### src/rtl/conv3x3_sequencer.sv
// conv3x3_sequencer: walks every valid 3x3 window of an IMG_W x IMG_W map,
// issuing one input-memory read per kernel tap and producing PE strobes
// aligned to read data, plus one output-buffer write per window.
module conv3x3_sequencer #(
    parameter int IMG_W   = 8,
    parameter int ADDR_W  = 6,
    parameter int MEM_LAT = 1
) (
    input  logic              clk,
    input  logic              rst,
    input  logic              start,
    input  logic              hold,
    output logic              mem_rd_en,
    output logic [ADDR_W-1:0] mem_addr,
    output logic [3:0]        tap_idx,
    output logic              pe_en,
    output logic              pe_clr,
    output logic              pe_last,
    output logic              out_we,
    output logic [ADDR_W-1:0] out_addr,
    output logic              busy,
    output logic              done,
    output logic [1:0]        state
);

    typedef enum logic [1:0] {
        IDLE  = 2'd0,
        RUN   = 2'd1,
        DRAIN = 2'd2,
        DONE  = 2'd3
    } state_t;

    state_t            state_reg;
    logic [ADDR_W-1:0] base_reg;   // address of the window's top-left pixel
    logic [ADDR_W-1:0] addr_reg;   // address of the tap about to issue
    logic [ADDR_W-1:0] col_reg;
    logic [ADDR_W-1:0] row_reg;
    logic [ADDR_W-1:0] win_reg;    // output index of the current window
    logic [3:0]        tap_reg;
    logic [1:0]        kc_reg;

    logic issue;
    logic last_tap;
    logic last_col;
    logic last_row;
    logic pipe_any;

    // Read-latency pipeline: one entry per cycle of memory latency
    logic              pipe_valid [MEM_LAT];
    logic [3:0]        pipe_tap   [MEM_LAT];
    logic              pipe_clr   [MEM_LAT];
    logic              pipe_last  [MEM_LAT];
    logic [ADDR_W-1:0] pipe_oaddr [MEM_LAT];

    logic              out_we_reg;
    logic [ADDR_W-1:0] out_addr_reg;

    // hold gates the issue directly so a held cycle never produces a read
    assign issue    = (state_reg == RUN) && !hold;
    assign last_tap = (tap_reg == 4'd8);
    assign last_col = (col_reg == ADDR_W'(IMG_W - 3));
    assign last_row = (row_reg == ADDR_W'(IMG_W - 3));

    // Any tap still travelling toward the PE array
    always_comb begin
        pipe_any = 1'b0;
        for (int i = 0; i < MEM_LAT; i++) begin
            pipe_any = pipe_any | pipe_valid[i];
        end
    end

    // Pass FSM plus incremental tap/window address counters
    always_ff @(posedge clk or posedge rst) begin
        if (rst) begin
            state_reg <= IDLE;
            base_reg  <= '0;
            addr_reg  <= '0;
            col_reg   <= '0;
            row_reg   <= '0;
            win_reg   <= '0;
            tap_reg   <= '0;
            kc_reg    <= '0;
        end else begin
            case (state_reg)
                IDLE: begin
                    if (start) begin
                        state_reg <= RUN;
                        base_reg  <= '0;
                        addr_reg  <= '0;
                        col_reg   <= '0;
                        row_reg   <= '0;
                        win_reg   <= '0;
                        tap_reg   <= '0;
                        kc_reg    <= '0;
                    end
                end
                RUN: begin
                    if (issue) begin
                        if (kc_reg != 2'd2) begin
                            // next pixel in the same kernel row
                            addr_reg <= addr_reg + ADDR_W'(1);
                            kc_reg   <= kc_reg + 2'd1;
                            tap_reg  <= tap_reg + 4'd1;
                        end else if (!last_tap) begin
                            // wrap to the start of the next kernel row
                            addr_reg <= addr_reg + ADDR_W'(IMG_W - 2);
                            kc_reg   <= 2'd0;
                            tap_reg  <= tap_reg + 4'd1;
                        end else begin
                            // window finished: step to the next window
                            kc_reg  <= 2'd0;
                            tap_reg <= 4'd0;
                            win_reg <= win_reg + ADDR_W'(1);
                            if (last_col) begin
                                col_reg  <= '0;
                                row_reg  <= row_reg + ADDR_W'(1);
                                base_reg <= base_reg + ADDR_W'(3);
                                addr_reg <= base_reg + ADDR_W'(3);
                                if (last_row) begin
                                    state_reg <= DRAIN;
                                end
                            end else begin
                                col_reg  <= col_reg + ADDR_W'(1);
                                base_reg <= base_reg + ADDR_W'(1);
                                addr_reg <= base_reg + ADDR_W'(1);
                            end
                        end
                    end
                end
                DRAIN: begin
                    // by the time the pipe is empty the final out_we is showing
                    if (!pipe_any) begin
                        state_reg <= DONE;
                    end
                end
                default: begin
                    state_reg <= IDLE;
                end
            endcase
        end
    end

    // Shift tap metadata alongside the memory latency so it meets its data
    always_ff @(posedge clk or posedge rst) begin
        if (rst) begin
            for (int i = 0; i < MEM_LAT; i++) begin
                pipe_valid[i] <= 1'b0;
                pipe_tap[i]   <= '0;
                pipe_clr[i]   <= 1'b0;
                pipe_last[i]  <= 1'b0;
                pipe_oaddr[i] <= '0;
            end
        end else begin
            pipe_valid[0] <= issue;
            pipe_tap[0]   <= issue ? tap_reg : 4'd0;
            pipe_clr[0]   <= issue && (tap_reg == 4'd0);
            pipe_last[0]  <= issue && last_tap;
            pipe_oaddr[0] <= win_reg;
            for (int i = 1; i < MEM_LAT; i++) begin
                pipe_valid[i] <= pipe_valid[i-1];
                pipe_tap[i]   <= pipe_tap[i-1];
                pipe_clr[i]   <= pipe_clr[i-1];
                pipe_last[i]  <= pipe_last[i-1];
                pipe_oaddr[i] <= pipe_oaddr[i-1];
            end
        end
    end

    // Result write one cycle after the PE sees its last tap
    always_ff @(posedge clk or posedge rst) begin
        if (rst) begin
            out_we_reg   <= 1'b0;
            out_addr_reg <= '0;
        end else begin
            out_we_reg <= pipe_valid[MEM_LAT-1] && pipe_last[MEM_LAT-1];
            if (pipe_valid[MEM_LAT-1] && pipe_last[MEM_LAT-1]) begin
                out_addr_reg <= pipe_oaddr[MEM_LAT-1];
            end
        end
    end

    assign mem_rd_en = issue;
    assign mem_addr  = addr_reg;
    assign pe_en     = pipe_valid[MEM_LAT-1];
    assign tap_idx   = pipe_tap[MEM_LAT-1];
    assign pe_clr    = pipe_clr[MEM_LAT-1];
    assign pe_last   = pipe_last[MEM_LAT-1];
    assign out_we    = out_we_reg;
    assign out_addr  = out_addr_reg;
    assign busy      = (state_reg == RUN) || (state_reg == DRAIN);
    assign done      = (state_reg == DONE);
    assign state     = state_reg;

endmodule

### config.mk
export PLATFORM = sky130hd
export DESIGN_NAME = conv3x3_sequencer
export DESIGN_NICKNAME = d
export VERILOG_FILES = /design/src/rtl/conv3x3_sequencer.sv
export SDC_FILE = /design/constraint.sdc
export NUM_CORES = 1
export LEC_CHECK = 0
export BUFFER_PORTS_ARGS = -buffer_cell sky130_fd_sc_hd__buf_2
export CAP_MARGIN = 20
export CELL_PAD_IN_SITES_DETAIL_PLACEMENT = 1
export CELL_PAD_IN_SITES_GLOBAL_PLACEMENT = 1
export CORE_ASPECT_RATIO = 2
export CORE_MARGIN = 5
export CORE_UTILIZATION = 42
export DETAILED_ROUTE_END_ITERATION = 8
export PLACE_DENSITY_LB_ADDON = 0.1
export SLEW_MARGIN = 10
export SYNTH_ARGS = -nofsm -noshare
export SYNTH_HDL_FRONTEND = slang
export SYNTH_SLANG_ARGS = --single-unit
### constraint.sdc
create_clock -name clk -period 2.1 [get_ports clk]
set_clock_uncertainty 0.2 [all_clocks]
set_input_delay 0.21 -clock clk [delete_from_list [all_inputs] [get_ports clk]]
set_output_delay 0.21 -clock clk [all_outputs]
set_load 0.01 [all_outputs]
==> reports/results.tsv <==
stage	metric	value	unit
route	num_vias	2820	
clocking	clk_pin_slew_worst_paths	0.05	ns
global_route	grtUsageTotal	22.8	%
route	met2WireLength	6170	um
final_layout	layout.cells.non_filler	493	
hold_path	holdPathStages	0	
synth	synth_edf_count	0	
power_and_ir_drop	p_clk_share	31.1	%
clocking	cts_max_level	3	
critical_path	crit_chain	inv_2 -> ha_4 -> nor4b_4 -> nand2_2 -> buf_4 -> buf_6 -> buf_4 -> or3_4 -> o31ai_2	
route	drtIter0Drc	145	
floorplan	dieArea	9190	sq um
power_and_ir_drop	switching_power	1.55	mW
critical_path	crit_slowest_cell	dfrtp_1	
clocking	numCtsBuffers	9	
sta	report.final.setup_viol	11	
route	routed_wl	10400	um
synth	yosysWarningCount	0	
route	vias_per_cell	5.72	
route	wl_met1	3590	um
critical_path	worstSetupPathType	reg -> reg	
sta	max_slew_margin	76.3	%
clocking	cts_root_buffer	clkbuf_16	
critical_path	end_kind	flop	
floorplan	start_util	42.4	%
power_and_ir_drop	irDropWorstVdd	0.589	mV
critical_path	startpoint_type	flop	
global_route	grt_overflow_total	0	
power_and_ir_drop	internal-power	2.90	mW
synth	synth_async_sr_flop_share	100	%
sta	rsz0062_at_grt	true	
synth	syn_avg_cell_area	10.2	sq um
global_route	grt_max_degree	59	
outcome	status	finished, violations left	
hold_path	hp-class	reg -> reg	
route	drt_pass1_iterations	4	
final_layout	drive_gt1_share	43.1	%
sta	period_needed	2.23	ns
global_route	grt_antenna_before_repair	0	
synth	synth_cell_types	55	
placement	placed_cell_area	3700	sq um
floorplan	die_w	70.4	um
placement	dp.cells	457	
power_and_ir_drop	p_per_area	1010	nW/um^2
clocking	clock-sinks	58	
floorplan	io_pins	29	
critical_path	r2r_cells	9	
critical_path	critPathRequiredTime	2.14	ns
route	avgRoutedWirePerCell	21.2	um
sta	finalSetupTns	-0.630	ns
power_and_ir_drop	switching_share	34.9	%
critical_path	cp_max_fo	4	
flow_run	maxCapViolCount	0	
route	drc	0	
synth	ys_ff_latch	58	
synth	syn-instance-count	300	
placement	dp_hpwl	6540	um
floorplan	rows	44	
global_route	grt_pass1_vias	3125	
critical_path	cpPeakStageDelay	0.38	ns
sta	fmax	448	MHz
final_layout	nets	417	
clocking	clock_latency	0.33	ns
critical_path	crit_arrival	2.27	ns
synth	synth_area	3060	sq um
synth	yosysSeqAreaShare	47.4	%
synth	syn_nets	321	
synth	synthFlopType	dfrtp_1	
sta	drv_slew	0	
outcome	violations	negative setup slack	
final_layout	final_common_cell	buf_4	
power_and_ir_drop	leakagePower	1.99	nW
global_route	grt_pass1_wl	15900	um
sta	final.setup.worst_slack	-0.131	ns
route	ant_nets	0	
sta	tightest_slew	0.350	ns
clocking	clockBufferDepth	2	
clocking	tritoncts	yes	
floorplan	die_h	131	um
floorplan	core_area	7210	sq um
placement	dp_slack	-0.167	ns
power_and_ir_drop	combinationalPowerShare	33.0	%
final_layout	synthToLayoutAreaGrowth	44.0	%
power_and_ir_drop	seqPwrFrac	36.0	%
final_layout	n_antenna_cell	0	
placement	place.gp.congestion	0.877	
route	wl_met3	268	um
final_layout	final_cell_mix	60 x buf_4, 56 x dfrtp_1, 29 x buf_2	
sta	finalHoldViolCount	0	
route	top_layer_used	met4	
critical_path	cpMostUsedCell	buf_4	
placement	port_buffers	28	
sta	fin_crit_sh	106	%
final_layout	final_cell_area	4410	sq um
-- path summary, 6_finish.rpt --
kind	slack (ns)	from	endpoint
max	-0.13	col_reg[1]$_DFFE_PP0P_	row_reg[1]$_DFFE_PP0P_
min in group asynchronous	0.28	rst	out_addr[0]$_DFFE_PP0P_
max reg2reg	-0.13	col_reg[1]$_DFFE_PP0P_	row_reg[1]$_DFFE_PP0P_
min	0.23	win_reg[5]$_DFFE_PP0P_	pipe_oaddr[5]$_DFF_PP0_
min reg2reg	0.23	win_reg[5]$_DFFE_PP0P_	pipe_oaddr[5]$_DFF_PP0_
max in group asynchronous	1.14	rst	state[1]$_DFFE_PP0P_
-- per-layer routing --
| metal | vias to the layer above | track usage, % |
|---|---|---|
| met3 | 33 | 4.29 |
| li1 | 1278 | - |
| met4 | 0 | 13.7 |
| met5 | - | 0 |
| met2 | 60 | 44.2 |
| met1 | 1449 | 21.6 |
-- power groups by stage --
stage	combinational, mW	clock, mW	sequential [mW]
2_1_floorplan	0.673	0	1.63
5_1_grt	1.62	1.47	1.65
3_3_place_gp	1.23	0	1.59
6_report	1.47	1.38	1.60
3_5_place_dp	1.28	0	1.60
4_1_cts	1.38	1.39	1.59
-- timing repair --
item	4_1_cts	5_1_grt
setup buffers	9	8
endpoints found under the hold margin	58	0
gates resized for setup	33	34
pin swaps	14	11
setup endpoints to repair	24	31
gates cloned	1	2
hold buffers	1	0
-- metrics by stage --
step	util, %	hold slack, ns	power [mW]
finish	61.1	0.233	4.45
global route	61.1	0.263	4.74
CTS	58.3	0.231	4.37
detailed placement	51.2	0.0971	2.89
global placement	51.2	0.0930	2.82
floorplan	-	0.181	2.30
-- cell type report --
type,instances,area [sq um]
Clock buffer,10,239
Clock inverter,6,42.5
Fill cell,793,2810
Inverter,18,72.6
Multi-Input combinational cell,211,1780
Sequential cell,58,1450
Tap cell,92,115
Timing Repair Buffer,98,704
-- synth_stat cells (2+ instances only) --
library cell | count | share of area (%)
dfrtp_1 | 58 | 47
nand2_1 | 27 | 3.3
nand3_1 | 21 | 3.4
inv_1 | 18 | 2.2
o21ai_0 | 18 | 2.9
ha_1 | 16 | 6.5
nor2_1 | 12 | 1.5
nand2b_1 | 11 | 2.2
mux2_2 | 9 | 3.3
mux2i_1 | 9 | 2.9
a211oi_1 | 8 | 2.0
clkbuf_1 | 7 | 0.86
buf_2 | 6 | 0.98
a21oi_1 | 5 | 0.82
a31oi_1 | 5 | 1.0
o31ai_1 | 5 | 1.2
xnor2_1 | 5 | 1.4
nor4b_1 | 4 | 1.1
a22o_1 | 3 | 0.86
and2_1 | 3 | 0.61
nand3b_1 | 3 | 0.74
nand4_1 | 3 | 0.61
nor4_1 | 3 | 0.61
o22ai_1 | 3 | 0.61
a21o_1 | 2 | 0.49
and3_1 | 2 | 0.41
nor2b_1 | 2 | 0.41
nor3_1 | 2 | 0.33
o311ai_0 | 2 | 0.57
or3_1 | 2 | 0.41
or4_1 | 2 | 0.49
-- kinds of logic after synthesis --
group                      count (synthesis)  synth area share, %
AOI/OAI and AO/OA                         66                 14.6
xor gates and xnor gates                   6                 1.72
adders and majority gates                 17                 7.20
buffers and inverters                     32                 4.42
DFF                                       58                 47.4
muxes                                     18                 6.26
and+or+nand+nor                          103                 18.3
-- critical path: cells and delay by family, from the launching register on --
family / cells / cell delay [ns]
flip-flops: 1 / 0.38
AO/OA/AOI/OAI: 1 / 0.25
AND/OR/NAND/NOR: 3 / 0.71
buffers and inverters: 4 / 0.47
adder cells (fa/ha/maj): 1 / 0.11
(Power assumes the default switching activity.)
